--- src/rtl/spi_tx_arbiter_if.sv ---
// Bundles the producer-side byte streams and the SPI transmit handshake
// shared by the transmit arbiter and whatever drives it.
interface spi_tx_arbiter_if;
    logic [2:0]  req_in;
    logic [23:0] byte_in;
    logic [2:0]  byte_valid_in;
    logic [2:0]  byte_last_in;
    logic [2:0]  byte_ack_out;
    logic [2:0]  grant_out;
    logic [7:0]  tx_byte;
    logic        tx_valid;
    logic        tx_ready;
    logic        busy;
    logic        timeout_flag;
    logic [1:0]  timeout_src;

    modport master (
        output req_in, byte_in, byte_valid_in, byte_last_in, tx_ready,
        input  byte_ack_out, grant_out, tx_byte, tx_valid, busy,
               timeout_flag, timeout_src
    );

    modport slave (
        input  req_in, byte_in, byte_valid_in, byte_last_in, tx_ready,
        output byte_ack_out, grant_out, tx_byte, tx_valid, busy,
               timeout_flag, timeout_src
    );
endinterface

--- src/rtl/spi_tx_arbiter.sv ---
// Round-robin owner of the single SPI transmit byte path shared by the
// mem table, error table and status producers; one packet per grant.
//
// state   | meaning
// --------+------------------------------------------------------------
// S_IDLE  | no owner; arbitrate among req_in
// S_HDR   | present source-ID header byte 0xA0|src
// S_STREAM| pass granted producer's bytes through until its last byte
// S_TERM  | producer starved too long; send 0xEE terminator to close
module spi_tx_arbiter #(
    parameter bit          HDR_EN      = 1'b1,
    parameter int unsigned TIMEOUT_CYC = 1024
) (
    input logic             sysClk,
    input logic             sysRst_n,
    spi_tx_arbiter_if.slave bus
);

    typedef enum logic [1:0] {
        S_IDLE,
        S_HDR,
        S_STREAM,
        S_TERM
    } state_t;

    localparam logic [15:0] TC_LAST = 16'(TIMEOUT_CYC - 1);

    state_t      state, state_nxt;
    logic [1:0]  src, src_nxt;
    logic [1:0]  ptr, ptr_nxt;
    logic [15:0] cnt, cnt_nxt;
    logic        tflag, tflag_nxt;
    logic [1:0]  tsrc, tsrc_nxt;

    logic [3:0]  req_pad, valid_pad, last_pad;
    logic [1:0]  cand_1, cand_2, winner;
    logic        any_req;
    logic [7:0]  sel_byte;
    logic        sel_valid, sel_last;
    logic [2:0]  src_onehot;

    logic [7:0]  tx_byte_c;
    logic        tx_valid_c;
    logic [2:0]  ack_c;

    function automatic logic [1:0] rr_next(input logic [1:0] x);
        return (x == 2'd2) ? 2'd0 : x + 2'd1;
    endfunction

    // Padding to 4 bits keeps the 2-bit source index in range everywhere.
    assign req_pad    = {1'b0, bus.req_in};
    assign valid_pad  = {1'b0, bus.byte_valid_in};
    assign last_pad   = {1'b0, bus.byte_last_in};
    assign any_req    = |bus.req_in;
    assign sel_valid  = valid_pad[src];
    assign sel_last   = last_pad[src];
    assign src_onehot = 3'(3'b001 << src);

    always_comb begin
        cand_1 = rr_next(ptr);
        cand_2 = rr_next(cand_1);
        if (req_pad[cand_1])
            winner = cand_1;
        else if (req_pad[cand_2])
            winner = cand_2;
        else
            winner = ptr;
    end

    always_comb begin
        case (src)
            2'd0:    sel_byte = bus.byte_in[7:0];
            2'd1:    sel_byte = bus.byte_in[15:8];
            default: sel_byte = bus.byte_in[23:16];
        endcase
    end

    always_comb begin
        state_nxt  = state;
        src_nxt    = src;
        ptr_nxt    = ptr;
        cnt_nxt    = cnt;
        tflag_nxt  = 1'b0;
        tsrc_nxt   = tsrc;
        tx_byte_c  = 8'h00;
        tx_valid_c = 1'b0;
        ack_c      = 3'b000;

        case (state)
            S_IDLE: begin
                cnt_nxt = 16'd0;
                if (any_req) begin
                    src_nxt   = winner;
                    ptr_nxt   = winner;
                    state_nxt = HDR_EN ? S_HDR : S_STREAM;
                end
            end
            S_HDR: begin
                tx_byte_c  = {4'hA, 2'b00, src};
                tx_valid_c = 1'b1;
                cnt_nxt    = 16'd0;
                if (bus.tx_ready)
                    state_nxt = S_STREAM;
            end
            S_STREAM: begin
                tx_byte_c  = sel_byte;
                tx_valid_c = sel_valid;
                if (sel_valid && bus.tx_ready) begin
                    ack_c   = src_onehot;
                    cnt_nxt = 16'd0;
                    if (sel_last)
                        state_nxt = S_IDLE;
                end else if (!sel_valid) begin
                    // Only producer starvation counts; tx_ready backpressure does not.
                    cnt_nxt = cnt + 16'd1;
                    if (cnt == TC_LAST) begin
                        state_nxt = S_TERM;
                        tflag_nxt = 1'b1;
                        tsrc_nxt  = src;
                    end
                end
            end
            S_TERM: begin
                tx_byte_c  = 8'hEE;
                tx_valid_c = 1'b1;
                if (bus.tx_ready)
                    state_nxt = S_IDLE;
            end
            default: state_nxt = S_IDLE;
        endcase
    end

    always_ff @(posedge sysClk or negedge sysRst_n) begin
        if (!sysRst_n) begin
            state <= S_IDLE;
            src   <= 2'd0;
            ptr   <= 2'd2;
            cnt   <= 16'd0;
            tflag <= 1'b0;
            tsrc  <= 2'd0;
        end else begin
            state <= state_nxt;
            src   <= src_nxt;
            ptr   <= ptr_nxt;
            cnt   <= cnt_nxt;
            tflag <= tflag_nxt;
            tsrc  <= tsrc_nxt;
        end
    end

    assign bus.tx_byte      = tx_byte_c;
    assign bus.tx_valid     = tx_valid_c;
    assign bus.byte_ack_out = ack_c;
    assign bus.grant_out    = (state == S_IDLE) ? 3'b000 : src_onehot;
    assign bus.busy         = (state != S_IDLE);
    assign bus.timeout_flag = tflag;
    assign bus.timeout_src  = tsrc;

endmodule

--- src/flat_wrapper.sv ---
// flat-port wrapper written by rule: the top's interface ports become plain ports
module spi_tx_arbiter_flat 
#(
    parameter bit          HDR_EN      = 1'b1,
    parameter int unsigned TIMEOUT_CYC = 1024
)
  (sysClk, sysRst_n, bus_req_in, bus_byte_in, bus_byte_valid_in, bus_byte_last_in, bus_tx_ready, bus_byte_ack_out, bus_grant_out, bus_tx_byte, bus_tx_valid, bus_busy, bus_timeout_flag, bus_timeout_src);
  spi_tx_arbiter_if bus_i ();
  input logic sysClk;
  input logic sysRst_n;
  input wire logic [$bits(bus_i.req_in)-1:0] bus_req_in;
  input wire logic [$bits(bus_i.byte_in)-1:0] bus_byte_in;
  input wire logic [$bits(bus_i.byte_valid_in)-1:0] bus_byte_valid_in;
  input wire logic [$bits(bus_i.byte_last_in)-1:0] bus_byte_last_in;
  input wire logic [$bits(bus_i.tx_ready)-1:0] bus_tx_ready;
  output wire logic [$bits(bus_i.byte_ack_out)-1:0] bus_byte_ack_out;
  output wire logic [$bits(bus_i.grant_out)-1:0] bus_grant_out;
  output wire logic [$bits(bus_i.tx_byte)-1:0] bus_tx_byte;
  output wire logic [$bits(bus_i.tx_valid)-1:0] bus_tx_valid;
  output wire logic [$bits(bus_i.busy)-1:0] bus_busy;
  output wire logic [$bits(bus_i.timeout_flag)-1:0] bus_timeout_flag;
  output wire logic [$bits(bus_i.timeout_src)-1:0] bus_timeout_src;
  assign bus_i.req_in = bus_req_in;
  assign bus_i.byte_in = bus_byte_in;
  assign bus_i.byte_valid_in = bus_byte_valid_in;
  assign bus_i.byte_last_in = bus_byte_last_in;
  assign bus_i.tx_ready = bus_tx_ready;
  assign bus_byte_ack_out = bus_i.byte_ack_out;
  assign bus_grant_out = bus_i.grant_out;
  assign bus_tx_byte = bus_i.tx_byte;
  assign bus_tx_valid = bus_i.tx_valid;
  assign bus_busy = bus_i.busy;
  assign bus_timeout_flag = bus_i.timeout_flag;
  assign bus_timeout_src = bus_i.timeout_src;
  spi_tx_arbiter #(.HDR_EN(HDR_EN), .TIMEOUT_CYC(TIMEOUT_CYC)) u_core (.sysClk(sysClk), .sysRst_n(sysRst_n), .bus(bus_i));
endmodule
--- config.mk ---
export PLATFORM = sky130hd
export DESIGN_NAME = spi_tx_arbiter_flat
export DESIGN_NICKNAME = d
export VERILOG_FILES = /design/src/rtl/spi_tx_arbiter_if.sv /design/src/rtl/spi_tx_arbiter.sv /design/src/flat_wrapper.sv
export SDC_FILE = /design/constraint.sdc
export NUM_CORES = 1
export LEC_CHECK = 0
export BUFFER_PORTS_ARGS = -buffer_cell sky130_fd_sc_hd__buf_2
export CAP_MARGIN = 15
export CELL_PAD_IN_SITES_DETAIL_PLACEMENT = 1
export CELL_PAD_IN_SITES_GLOBAL_PLACEMENT = 1
export CORE_ASPECT_RATIO = 2
export CORE_MARGIN = 5
export CORE_UTILIZATION = 32
export CTS_CLUSTER_SIZE = 12
export DETAILED_ROUTE_END_ITERATION = 10
export GPL_ROUTABILITY_DRIVEN = 1
export PLACE_DENSITY_LB_ADDON = 0.1
export SLEW_MARGIN = 20
export SYNTH_ARGS = -nofsm -noshare
export SYNTH_HDL_FRONTEND = slang
export SYNTH_SLANG_ARGS = --single-unit
--- constraint.sdc ---
create_clock -name sysClk -period 1.75 [get_ports sysClk]
set_input_delay 0.2625 -clock sysClk [delete_from_list [all_inputs] [get_ports sysClk]]
set_output_delay 0.2625 -clock sysClk [all_outputs]
set_load 0.1 [all_outputs]
### Yosys cells after proc, flatten, opt, wreduce, memory -nomap -nowiden

Cells that the tools add are included.

| word-level totals | value |
|---|---|
| register bits | 25 |
| input port bits | 36 |

| cells by class | value |
|---|---|
| order comparisons | 3 |
| shifts and indexed selects | 1 |
| reductions and logical operators | 12 |
| mux-type cells | 33 |
| bitwise gates (word level) | 2 |
| add/sub/neg operators | 3 |
| eq/ne operators | 13 |

Operators by type and width:

| operator | count |
|---|---|
| $mux 16 | 2 |
| $pmux 16 s2 | 1 |
| $pmux 8 s3 | 1 |
| $mux 2 | 11 |
| $add 16x1->16 const B | 1 |
| $eq 16x10->1 const B | 1 |
| $pmux 8 s2 | 1 |
| $lt 2x3->1 const B | 3 |
| $mux 3 | 3 |
| $bmux 1 s2 | 4 |
| $eq 2x2->1 const B | 4 |
| $mux 1 | 8 |
| $pmux 2 s4 | 1 |
| $reduce_and 6->1 | 1 |
| $add 2x1->2 const B | 2 |
| $eq 2x1->1 const B | 2 |
| $logic_not 2->1 | 2 |
| $ne 2x2->1 const B | 2 |
| $reduce_and 2->1 | 2 |
| $reduce_and 4->1 | 1 |
| $reduce_bool 2->1 | 2 |
| $reduce_or 2->1 | 2 |
| $ne 3x1->1 const B | 1 |
| $ne 3x2->1 const B | 1 |
| other kinds (7) | 8 |

### Longest topological paths before layout

| logic depth | value |
|---|---|
| depth in word-level cells | 8 |
| depth in mapped cells | 7 |
| depth with buffers taken out | 6 |

### Worst setup path before layout

OpenSTA, ideal clock, no wires.

| path | value |
|---|---|
| path type | reg2out |
| start | register u_core.state[0] |
| end | output port bus_byte_ack_out[0] |
| buffers on the path | 1 |
| data arrival time | 4052 ps |
| data required time | 1487 ps |
| stages on the path, launching flop included | 5 |
| setup slack | -2564 ps |
| cell sequence | dfrtp_1 inv_1 clkbuf_1 nand3_1 nor4b_1 |

| on the way | value |
|---|---|
| longest elaborated chain between the ends | 2 |

Ends and longest elaborated chain:

| what | RTL line | source |
|---|---|---|
| start, declared | spi_tx_arbiter.sv:28 | `state_t state, state_nxt;` |
| start signal, assigned | spi_tx_arbiter.sv:142 | `state <= state_nxt;` |
| $eq 2x2->1 | spi_tx_arbiter.sv:89 | `case (state)` |
| $mux 3 | spi_tx_arbiter.sv:89 |  |
| end, declared | flat_wrapper.sv:16 | `output wire logic [$bits(bus_i.byte_ack_out)-1:0] bus_byte_ack_out;` |

Every way passes these cells.

==> reports/results.ini <==
[hold_path]
holdPathEnd = u_core.ptr[1]
hold_path_startpoint = bus_req_in[2]
worst_hold_path_type = in2reg
hold_path_depth = 3

[logic_synthesis]
yosysSeqAreaShare = 0.376
syn_avg_cell_area_um2 = 8.16
ys_ff_latch = 24
synth_cell_types = 39
syn_nets = 233
syn_inst = 196
synth_area_leaders = dfrtp_1 36%, mux2i_1 6.3%, o21ai_0 5.9%, nand2_1 5.2%, nor2_1 5.2%
yosysWarnings = 0
synth_top_area_cell = dfrtp_1
synth_top_area_frac = 0.360
syn-cell-area_um2 = 1600

[floorplan]
dieWidth_um = 60.0
core_area_um2 = 4860
io_pins = 55
rows = 36
fp.dieArea_um2 = 6600
die_y_um = 110
initial_utilization = 0.329

[sta]
skew_ns = 0.00747
final.min_clock_period_ns = 1.90
worstMarginPinSlew_ns = 0.558
period_share = 1.09
rsz0062_at_grt = yes
max-slew-margin-rel = 0.628
setup_viol = 19
worst_slack_ns = -0.152
fmax_mhz = 526
final-max-slew-violation-count = 0
hold_violations = 0
holdWs_ns = 0.282

[power]
ir_drop_v = 0.00135
p_comb_frac = 0.816
leakage_nw = 1.24
switching_share = 0.536
seq_power_share = 0.125
switchingPower_mw = 3.14
p_int_mw = 2.72
power_density_nw_per_um2 = 2000
p_clk_frac = 0.059

[worst_setup_path]
regToRegEndpoint = u_core.bus.timeout_src[1]
cp_common_cell = nand2_2
r2r_start = u_core.cnt[0]
slowest_stage = dfrtp_2
end_kind = primary output
cp_num_cells = 6
crit_required_ns = 1.49
critical-path-top-delay-family = flip-flops
path_class = reg2out
start_kind = flip-flop
arrival_ns = 1.64
slowest_delay_ns = 0.47
critPathBufInv = 2
crit_path_max_fanout = 4
reg2reg_depth = 6
path_cells = mux2i_4 > o21ai_2 > buf_6 > nand2_2 > nand2_2 > buf_12
r2r_slack_ns = -0.07

[clocking]
htree_levels = 1
clk_pin_slew_ns = 0.08
clockBufferDepth = 2
insertion_delay_ns = 0.27
cts-buffers-inserted = 3
cts_sinks = 24
root_buffer = clkbuf_8
cts_tree = built

[place]
io_buffers = 54
hpwl_mm = 4.66
place_area_um2 = 2430
dp_cells = 318
place_congestion = 0.782

[route]
ant_nets = 0
num_vias = 1860
drt_wl_total_mm = 6.65
drtPass1Iterations = 4
drc = 0
viasPerCell = 5.36
routedWlPerCell_um = 19.2
drtIter0Drc = 26

[global_routing]
antenna_found_initial = 0
grt_usage = 0.184
grt_max_degree = 25
grt_pass1_wl_mm = 9.17
grt_pass1_vias = 1953
grt_overflow = 0

[cells_and_area]
multi_input_area_um2 = 1240
fin_cells = 347
diodes = 0
n_fill_cell = 562
ff_latch_area_um2 = 604
nets = 328
syn2layout_area_growth_pct = 82.9
drive_above_1_share = 0.562
finalInstanceArea_um2 = 2930

[run]
cap_violations = 0

[outcome]
violations = negative setup slack
status = complete, but fails checks

[worst min-delay path, cell delays in order]
cell,delay [ns]
buf_2,0.11
a21oi_1,0.06
nor2_1,0.08
[power by group through the flow]
stage	sequential, mW	clock, mW	combinational, mW
6_report	0.735	0.343	4.78
5_1_grt	0.749	0.370	4.99
4_1_cts	0.728	0.347	4.27
3_5_place_dp	0.741	0	3.96
3_3_place_gp	0.738	0	3.90
2_1_floorplan	0.713	0	2.60
[cell families after synthesis]
family / share of synthesized area
compound gates: 0.206
xor+xnor: 0.0493
fa+ha+maj: 0.00782
buf+inv: 0.0485
flops: 0.376
mux: 0.0766
simple gates: 0.236
[synthesized netlist by cell type]
cell / number
a32oi_1: 1
clkbuf_1: 6
nand4_1: 2
nor4b_1: 1
nand2b_1: 2
o22ai_1: 1
inv_1: 7
o21ai_1: 2
nand2_1: 22
nor3_1: 3
mux2_2: 2
and3_1: 2
o211ai_1: 8
a21boi_0: 4
nand3_2: 1
a21oi_2: 1
a21oi_1: 10
or2_0: 1
o2111ai_1: 3
mux2i_1: 10
or4b_1: 1
dfstp_2: 1
xor2_1: 8
nor4_1: 3
buf_2: 5
dfrtp_1: 23
nor2_1: 22
o211a_1: 1
o31ai_1: 2
o21ai_0: 19
nand3b_1: 3
buf_1: 1
or3_1: 4
a211o_1: 1
and2_1: 2
xnor2_1: 1
nand3_1: 8
nor2b_1: 1
ha_1: 1
[cell type report]
class,instances,share of cell area
multi-input combinational,153,0.423
tap,57,0.0244
inverter,7,0.0115
clock buffer,4,0.0154
sequential,24,0.206
timing repair buffer,102,0.319
[cell usage in the layout, fill, tap and decap left out, drive strengths merged, types with 4 or more instances in the layout]
cell type  instances
a21oi             11
nor2              22
dfrtp             23
inv                5
buf              101
nand3              9
xor2               8
o21ai             21
or3                4
a21boi             4
mux2i             10
nand2             22
o211ai             8
clkbuf             4
[how the worst max path moves through the flow]
stage	start	endpoint	slack [ns]
floorplan	u_core.state[0]	bus_byte_ack_out[0]	-0.40
CTS	u_core.src[1]	bus_tx_byte[1]	-0.1
global placement	u_core.ptr[0]	u_core.bus.timeout_src[1]	-0.02
detailed placement	u_core.ptr[0]	u_core.bus.timeout_src[1]	-0.09
global route	u_core.src[1]	bus_tx_byte[1]	-0.21
finish	u_core.ptr[0]	bus_tx_valid	-0.15
[stage by stage]
step	total power [mW]	util	setup TNS (ns)	worst slack, ns
floorplan	3.31	-	-1.39	-0.402
global placement	4.64	0.500	-0.0352	-0.0179
detailed placement	4.70	0.500	-0.225	-0.0894
CTS	5.35	0.539	-0.691	-0.0976
global route	6.11	0.602	-2.70	-0.207
finish	5.86	0.602	-1.15	-0.152
[sequential cells by signal (all words and copies together) (netlist names)]
name and cells:
u_core.ptr 2, u_core.bus.timeout_flag 1, u_core.bus.timeout_src 2, u_core.src 1, u_core.state 2, u_core.cnt 16
[routing by layer]
metal  track usage  wire length [um]
met1         0.165              1950
met5             0                 0
met3        0.0210               294
met2         0.390              4270
met4        0.0586               136
[repair_timing]
item | 4_1_cts | 5_1_grt
setup buffers | 9 | 14
pin swaps | 6 | 23
gates resized for setup | 24 | 45
setup endpoints to repair | 18 | 30
hold buffers | 1 | 0
endpoints found under the hold margin | 23 | 0
gates cloned | 0 | 1
No activity file was read; power rests on OpenSTA's default activity.
